==> src/rtl/stepper_mmio_ctrl.sv <==
// stepper_mmio_ctrl
//   Memory-mapped stepper-motor peripheral on the processor dmem bus.
//   Firmware programs a step count/direction, a step period and a control
//   word; the block walks an 8-entry coil-phase table and drives JA.
//
//   Bus semantics: a write is accepted on any posedge where wren=1 and
//   address_dmem[11:0] falls in BASE_ADDR..BASE_ADDR+3; there is no
//   back-pressure. Reads are unqualified: every cycle the addressed register
//   is captured into rd_data/rd_hit, so data appears one cycle after the
//   address and reflects register contents before any same-edge write.
//
// Ports
//   clock         system clock (posedge)
//   reset         synchronous active-high reset
//   wren          dmem write enable
//   address_dmem  dmem word address, [11:0] decoded
//   data          dmem write data
//   rd_data       registered read data (0 on a miss)
//   rd_hit        registered address-hit flag
//   JA            [3:0] coil phases, [4] driver enable, [5] busy
module stepper_mmio_ctrl #(
    parameter logic [11:0] BASE_ADDR   = 12'hF00,
    parameter int          PERIOD_W    = 24,
    parameter int          DEFAULT_DIV = 50000
) (
    input  logic        clock,
    input  logic        reset,
    input  logic        wren,
    input  logic [31:0] address_dmem,
    input  logic [31:0] data,
    output logic [31:0] rd_data,
    output logic        rd_hit,
    output logic [5:0]  JA
);

    typedef enum logic {IDLE = 1'b0, RUN = 1'b1} state_t;

    localparam logic [PERIOD_W-1:0] ONE        = PERIOD_W'(1);
    localparam logic [PERIOD_W-1:0] MIN_PERIOD = PERIOD_W'(2);

    state_t              state, state_nxt;
    logic [15:0]         remaining;
    logic                dir;
    logic [PERIOD_W-1:0] period;
    logic [PERIOD_W-1:0] counter;
    logic                enable;
    logic                half_step;
    logic [2:0]          idx;

    // Address decode
    logic [11:0] addr_lo;
    logic [11:0] offset_full;
    logic        in_range;
    logic [1:0]  offset;

    assign addr_lo     = address_dmem[11:0];
    assign offset_full = addr_lo - BASE_ADDR;
    assign in_range    = (addr_lo >= BASE_ADDR) && (offset_full < 12'd4);
    assign offset      = offset_full[1:0];

    logic wr_steps, wr_period, wr_ctrl;
    assign wr_steps  = wren && in_range && (offset == 2'd0);
    assign wr_period = wren && in_range && (offset == 2'd1);
    assign wr_ctrl   = wren && in_range && (offset == 2'd2);

    logic ctrl_abort, ctrl_disable, busy, expire, step;
    assign ctrl_abort   = wr_ctrl && data[2];
    assign ctrl_disable = wr_ctrl && !data[0];
    assign busy         = (state == RUN);
    assign expire       = busy && (counter == '0);
    // A STEPS write, abort or disable on the expiry edge suppresses that step;
    // the countdown itself still reloads so the cadence is unchanged.
    assign step         = expire && !wr_steps && !ctrl_abort && !ctrl_disable;

    // Unused bus bits, gathered so the intent is explicit.
    logic unused_bits;
    assign unused_bits = &{1'b0, address_dmem[31:12], data[30:PERIOD_W]};

    // Next phase index: full-step lands on odd (two-coil) entries.
    logic [2:0] delta, idx_nxt;
    assign delta   = (half_step || !idx[0]) ? 3'd1 : 3'd2;
    assign idx_nxt = dir ? (idx - delta) : (idx + delta);

    always_comb begin
        state_nxt = state;
        case (state)
            IDLE: begin
                if ((wr_steps && (data[15:0] != 16'd0) && enable) ||
                    (wr_ctrl && data[0] && !data[2] && (remaining != 16'd0)))
                    state_nxt = RUN;
            end
            RUN: begin
                if (ctrl_abort || ctrl_disable ||
                    (wr_steps && (data[15:0] == 16'd0)) ||
                    (step && (remaining == 16'd1)))
                    state_nxt = IDLE;
            end
        endcase
    end

    logic start;
    assign start = (state == IDLE) && (state_nxt == RUN);

    logic [31:0] rd_mux;
    always_comb begin
        rd_mux = '0;
        case (offset)
            2'd0: rd_mux = {dir, 15'b0, remaining};
            2'd1: rd_mux[PERIOD_W-1:0] = period;
            2'd2: rd_mux = {30'b0, half_step, enable};
            2'd3: rd_mux = {remaining, 12'b0, idx, busy};
        endcase
    end

    logic [3:0] coils;
    always_comb begin
        coils = 4'b0000;
        case (idx)
            3'd0: coils = 4'b1000;
            3'd1: coils = 4'b1100;
            3'd2: coils = 4'b0100;
            3'd3: coils = 4'b0110;
            3'd4: coils = 4'b0010;
            3'd5: coils = 4'b0011;
            3'd6: coils = 4'b0001;
            3'd7: coils = 4'b1001;
        endcase
    end

    assign JA = {busy, enable, enable ? coils : 4'b0000};

    always_ff @(posedge clock) begin
        if (reset) begin
            state     <= IDLE;
            remaining <= '0;
            dir       <= 1'b0;
            period    <= PERIOD_W'(DEFAULT_DIV);
            counter   <= '0;
            enable    <= 1'b0;
            half_step <= 1'b0;
            idx       <= '0;
            rd_data   <= '0;
            rd_hit    <= 1'b0;
        end else begin
            state <= state_nxt;

            if (start)
                counter <= period - ONE;
            else if (busy)
                counter <= expire ? (period - ONE) : (counter - ONE);

            if (wr_steps) begin
                remaining <= data[15:0];
                dir       <= data[31];
            end else if (ctrl_abort) begin
                remaining <= '0;
            end else if (step) begin
                remaining <= remaining - 16'd1;
            end

            if (wr_period)
                period <= (data[PERIOD_W-1:0] < MIN_PERIOD) ? MIN_PERIOD : data[PERIOD_W-1:0];

            if (wr_ctrl) begin
                enable    <= data[0];
                half_step <= data[1];
            end

            if (step)
                idx <= idx_nxt;

            rd_hit  <= in_range;
            rd_data <= in_range ? rd_mux : 32'd0;
        end
    end

endmodule

==> config.mk <==
export PLATFORM = sky130hd
export DESIGN_NAME = stepper_mmio_ctrl
export DESIGN_NICKNAME = d
export VERILOG_FILES = /design/src/rtl/stepper_mmio_ctrl.sv
export SDC_FILE = /design/constraint.sdc
export NUM_CORES = 1
export LEC_CHECK = 0
export ABC_AREA = 1
export ABC_CLOCK_PERIOD_IN_PS = 4130
export BUFFER_PORTS_ARGS = -buffer_cell sky130_fd_sc_hd__buf_2
export CORE_MARGIN = 2
export CORE_UTILIZATION = 45
export CTS_BUF_LIST = sky130_fd_sc_hd__clkbuf_2
export CTS_CLUSTER_SIZE = 12
export DETAILED_ROUTE_END_ITERATION = 7
export PLACE_DENSITY_LB_ADDON = 0.3
export SLEW_MARGIN = 5
export SYNTH_ARGS = -nofsm -noshare
export SYNTH_HDL_FRONTEND = slang
export SYNTH_SLANG_ARGS = --single-unit
==> constraint.sdc <==
create_clock -name clock -period 4.13 [get_ports clock]
set_clock_uncertainty 0.2 [all_clocks]
set_input_delay 0.6195 -clock clock [delete_from_list [all_inputs] [get_ports clock]]
set_output_delay 0.6195 -clock clock [all_outputs]
set_load 0.02 [all_outputs]
Word-level counts from Yosys, hierarchy flattened:

Memories as Yosys holds them, arrays and structs flattened. A register that Yosys moved wholly into a read port is not among the register bits.
Cells that the tools add are included.

* $add $sub $neg: 6
* multipliers: 0
* div/mod/pow operators: 0
* order comparisons: 3
* eq/ne operators: 4
* shift operators: 0
* muxes and demuxes: 17
* bitwise logic cells: 2
* reduce and logical (&&, ||, !) cells: 38

Operator list (count)
* $mux 24: 4
* $pmux 24 s4: 1
* $mux 16: 3
* $sub 24x1->24 const B: 2
* $reduce_bool 16->1: 2
* $logic_not 24->1: 1
* $lt 24x2->1 const B: 1
* $logic_and 1x1->1: 19
* $eq 16x1->1 const B: 1
* $logic_not 16->1: 1
* $pmux 8 s2: 1
* $sub 16x1->16 const B: 1
* $ge 12x12->1 const B: 1
* $lt 12x3->1 const B: 1
* $sub 12x12->12 const B: 1
* $mux 3: 3
* $logic_not 1->1: 6
* $logic_or 1x1->1: 5
* $eq 2x2->1 const B: 2
* $mux 4: 1
* $add 3x2->3: 1
* $reduce_bool 3->1: 1
* $sub 3x2->3: 1
* $eq 2x1->1 const B: 1
* 7 further kinds: 9

* register bits: 104
* bits in latches: 0
* bits in writable memories: 0
* bits in read-only memories: 32
* output and inout port bits: 39
* logic and storage cells: 81
* memories kept: 1

Memories
* (no name shown): words 8, bits a word 4, read ports 1, clocked after Yosys merged registers in 1, write ports 0, RTL line 118 `case (idx)`

Longest topological paths before layout:

* depth in word-level cells: 15
* mapped depth: 16

Least setup slack after synthesis:

OpenSTA, ideal clock, no wires.

* path type: input to register
* from: input address_dmem[0]
* to: register counter[19]
* library setup time: 115 ps
* arrival time: 1922 ps
* required time: 3815 ps
* setup slack: 1893 ps
* stages: 12
* cells stage by stage: inv_1 ha_1 inv_1 nor2_4 nand2_1 nand2_2 nand2_2 nand2_4 buf_6 nand2_1 a21oi_1 nor2_1

* cells in the longest elaborated chain, start to end: 15
* elaborated cells on any way between the ends: 34
* classes of those cells: 1 x add/sub; 2 x order compare; 1 x eq/ne; 4 x mux; 26 x reduce/logical

Ends and longest elaborated chain
* from (decl): RTL line 29 `input logic [31:0] address_dmem,`
* $sub 12x12->12: RTL line 57 `assign offset_full = addr_lo - BASE_ADDR;`
* $lt 12x3->1: RTL line 58 `assign in_range = (addr_lo >= BASE_ADDR) && (offset_full < 12'd4);`
* $logic_and 1x1->1: RTL line 58
* $logic_and 1x1->1: RTL line 62, 64
* $logic_and 1x1->1, on equally long branches: RTL line 62, 64
* $logic_not 1->1 or $logic_and 1x1->1 (tied branches): RTL line 73, 67
* $logic_and 1x1->1 or $logic_not 1->1 (tied branches): RTL line 73 `assign step = expire && !wr_steps && !ctrl_abort && !ctrl_disable;`
* $logic_and 1x1->1 (2 in a row): RTL line 73
* $logic_and 1x1->1: RTL line 95 `(step && (remaining == 16'd1)))`
* $logic_or 1x1->1: RTL line 94 `(wr_steps && (data[15:0] == 16'd0)) ||`
* $mux 1: RTL line 93 `if (ctrl_abort || ctrl_disable ||`
* $pmux 1 s2 (*): RTL line 86 `case (state)`
* $logic_and 1x1->1 (*): RTL line 102 `assign start = (state == IDLE) && (state_nxt == RUN);`
* $mux 24 or $reduce_bool 2->1 (tied branches)
* to (signal assigned): RTL line 148 `counter <= period - ONE;`
* to (signal assigned): RTL line 150 `counter <= expire ? (period - ONE) : (counter - ONE);`
* to (decl): RTL line 45 `logic [PERIOD_W-1:0] counter;`

Every way passes the cells marked *; elsewhere a longest branch is shown, timed or not.
A chain may end at the register's enable or synchronous reset.

Final worst setup path:

* from: register counter[1]
* to: register counter[17]

* cells in the longest elaborated chain, start to end: 11
* elaborated cells on any way between the ends: 15
* classes of those cells: 1 x add/sub; 5 x mux; 9 x reduce/logical

Ends and longest elaborated chain
* branches (longest 11 deep; another with $sub 24x1->24)

Several ways; the timed one is not identified. The select of a mux whose other input is x is not followed.

==> run metrics <==
Slew Limit Fails 0; Least-Margin Pin Slew 0.561 ns; sequential cell area 0.00216 mm^2; Via density 5.33; fin worst setup slack 1.45 ns; number of gates resized after CTS 0; most instantiated library cell after synthesis nand2_1; ys async rst share 0%; fin crit share 64.8%; Syn-to-layout area delta 10.9%; gr usage total 25.3%; # port buffers 78; Synthesized Nets 991; DRC Markers 0; hpwl dp 13500 um; die height 121 um; number of max-cap violations 0; CTS HTree Levels 3; Startpoint Class register; Mapped Area 0.00616 mm^2; vias in the first global route 5629; power density over the cells 231 mW/mm^2; # hold bufs at CTS 10; cells after synthesis 915; Num CTS Buffers 9; share of post-route cells with drive strength above 1 14.5%; Final Wtd Congestion 0.936; EDFF count, synth 0; Max Clock Freq 374 MHz; Critical Path RT 4.50 ns; RSZ-0062 raised after global routing no; IO Count 106; CORE AREA 0.0133 mm^2; Routed Antenna Nets 0; WL per Instance 15.4 um; Synth top area share 35.1%; top post-synthesis cells by count nand2_1, nor2_1, dfxtp_1; DR iter-0 viols 601; WP data arrival 3.04 ns; worst-skew pair later-pin latency 0.65 ns; final hold violation count 0; Final #Nets 1067; setup TNS 0 ns; Netlist cell types 46; Setup violations, final 0; CP Max Fanout 30; most area-consuming cells after synthesis dfxtp_1, nand2_1, nor2_1, inv_1, a21oi_1; first-pass GRT wire length 28700 um; crit path time final 2.68 ns; Worst setup EP type register; gr ovfl total 0; CTS tree done; post-synth top area cell dfxtp_1; Pleak 3.16 nW; Area after DPL 0.00662 mm^2; register area share after synthesis 35.1%; Hold WC Path Type in2reg; worst hold slack 0.0182 ns; multi-input logic area 0.00342 mm^2; Tot Pwr 0.00157 W; slew margin rel. 62.3%; post-synthesis average cell area 6.73 um^2; status finished clean; Worst-path clk slew 0.30 ns; total number of vias 6245; DR pass1 iterations 5; Max Root-Sink Buffers 2; Die Area 0.0146 mm^2; DP Worst Slack 0.872 ns; Synth Warn # 0; design area 0.00683 mm^2; largest net degree at the start of global routing 41; setup bufs post-CTS 0; WL final 18000 um; fillcell total 1350; Max VDD drop 0.000172 V; Sink Count 108; Primary FF master, synth dfxtp_1; Die X 121 um; Yosys reg bits 108; worst setup path category reg2reg; antenna violations before repair 1; Root Driver clkbuf_2; Core Rows 42; Initial Util 46.3%
[state kept, by name (all words and copies together) (netlist names)]
| register | count |
|---|---|
| remaining | 16 |
| busy | 1 |
| dir | 1 |
| idx | 3 |
| enable | 1 |
| rd_hit | 1 |
| coils | 4 |
| rd_data | 32 |
| half_step | 1 |
| period | 24 |
| counter | 24 |
[worst max-delay path: stages, from the launching register on]
cell,delay (ns)
dfxtp_1,0.40
inv_1,0.07
ha_1,0.19
nand3_2,0.15
nor2_2,0.22
nand3_4,0.13
nor3_4,0.38
inv_2,0.20
nand2_4,0.32
nand2_1,0.12
a21oi_1,0.16
nor2_1,0.05
[routing by layer]
metal	vias to the layer above	part of all wire (%)	track usage [%]
met5	-	0	0
li1	3105	-	-
met3	30	9.7	4.89
met4	0	1.7	7.05
met1	2841	46	35.9
met2	269	43	39.0
[final timing paths]
| check | slack (ns) | from | to | depth (start not counted) |
|---|---|---|---|---|
| hold / removal | 0.02 | data[12] | period[12] | 3 |
| hold reg to reg | 0.30 | period[21] | rd_data[21] | 2 |
| setup reg to reg | 1.45 | counter[1] | counter[17] | 11 |
| setup / recovery | 1.45 | counter[1] | counter[17] | 11 |
[power by group]
group	internal, W	switching [W]	leakage (nW)
Clock	0.0000813	0.000362	0.0545
Combinational	0.0000301	0.0000542	2.23
Sequential	0.00105	0.000000135	0.870
Total	0.00116	0.000416	3.16
[per-stage QoR]
stage	std cells	utilization (%)
final	1171	51.3
after detailed placement	1144	49.8
after CTS	1168	51.2
after floorplan	915	-
after global routing	1171	51.3
after global placement	1144	49.8
[cell usage in the layout, fill, tap and decap left out, types with 6 or more instances in the layout]
master         count
dlygate4sd3_1     12
xor2_1            36
nand4_1           14
o211ai_1          13
xnor2_1            6
ha_1               8
a31oi_1            7
buf_2             78
o21ai_0           32
inv_1             92
nor3_1            13
nand3_1           44
clkbuf_2          11
nand2_2            8
inv_2             10
o22ai_1            9
dfxtp_1          108
nor2_1           120
o21ai_1           20
nand2_1          226
a21oi_1           64
nor2_2            13
[area by class of cell]
type / instances / share of cell area (%)
Antenna cell: 1 / 0.0367
Clock buffer: 11 / 0.807
Clock inverter: 3 / 0.367
Inverter: 104 / 5.72
Multi-Input combinational cell: 673 / 50.1
Sequential cell: 108 / 31.7
Tap cell: 176 / 3.23
Timing Repair Buffer: 95 / 8.03
[kinds of logic after synthesis]
| group | share of synthesized area, % |
|---|---|
| compound gates | 14.2 |
| xor+xnor | 5.97 |
| fa+ha+maj | 1.95 |
| buf+inv | 9.31 |
| flops | 35.1 |
| simple gates | 33.4 |
Note: power is estimated with default switching activity, not from simulation.
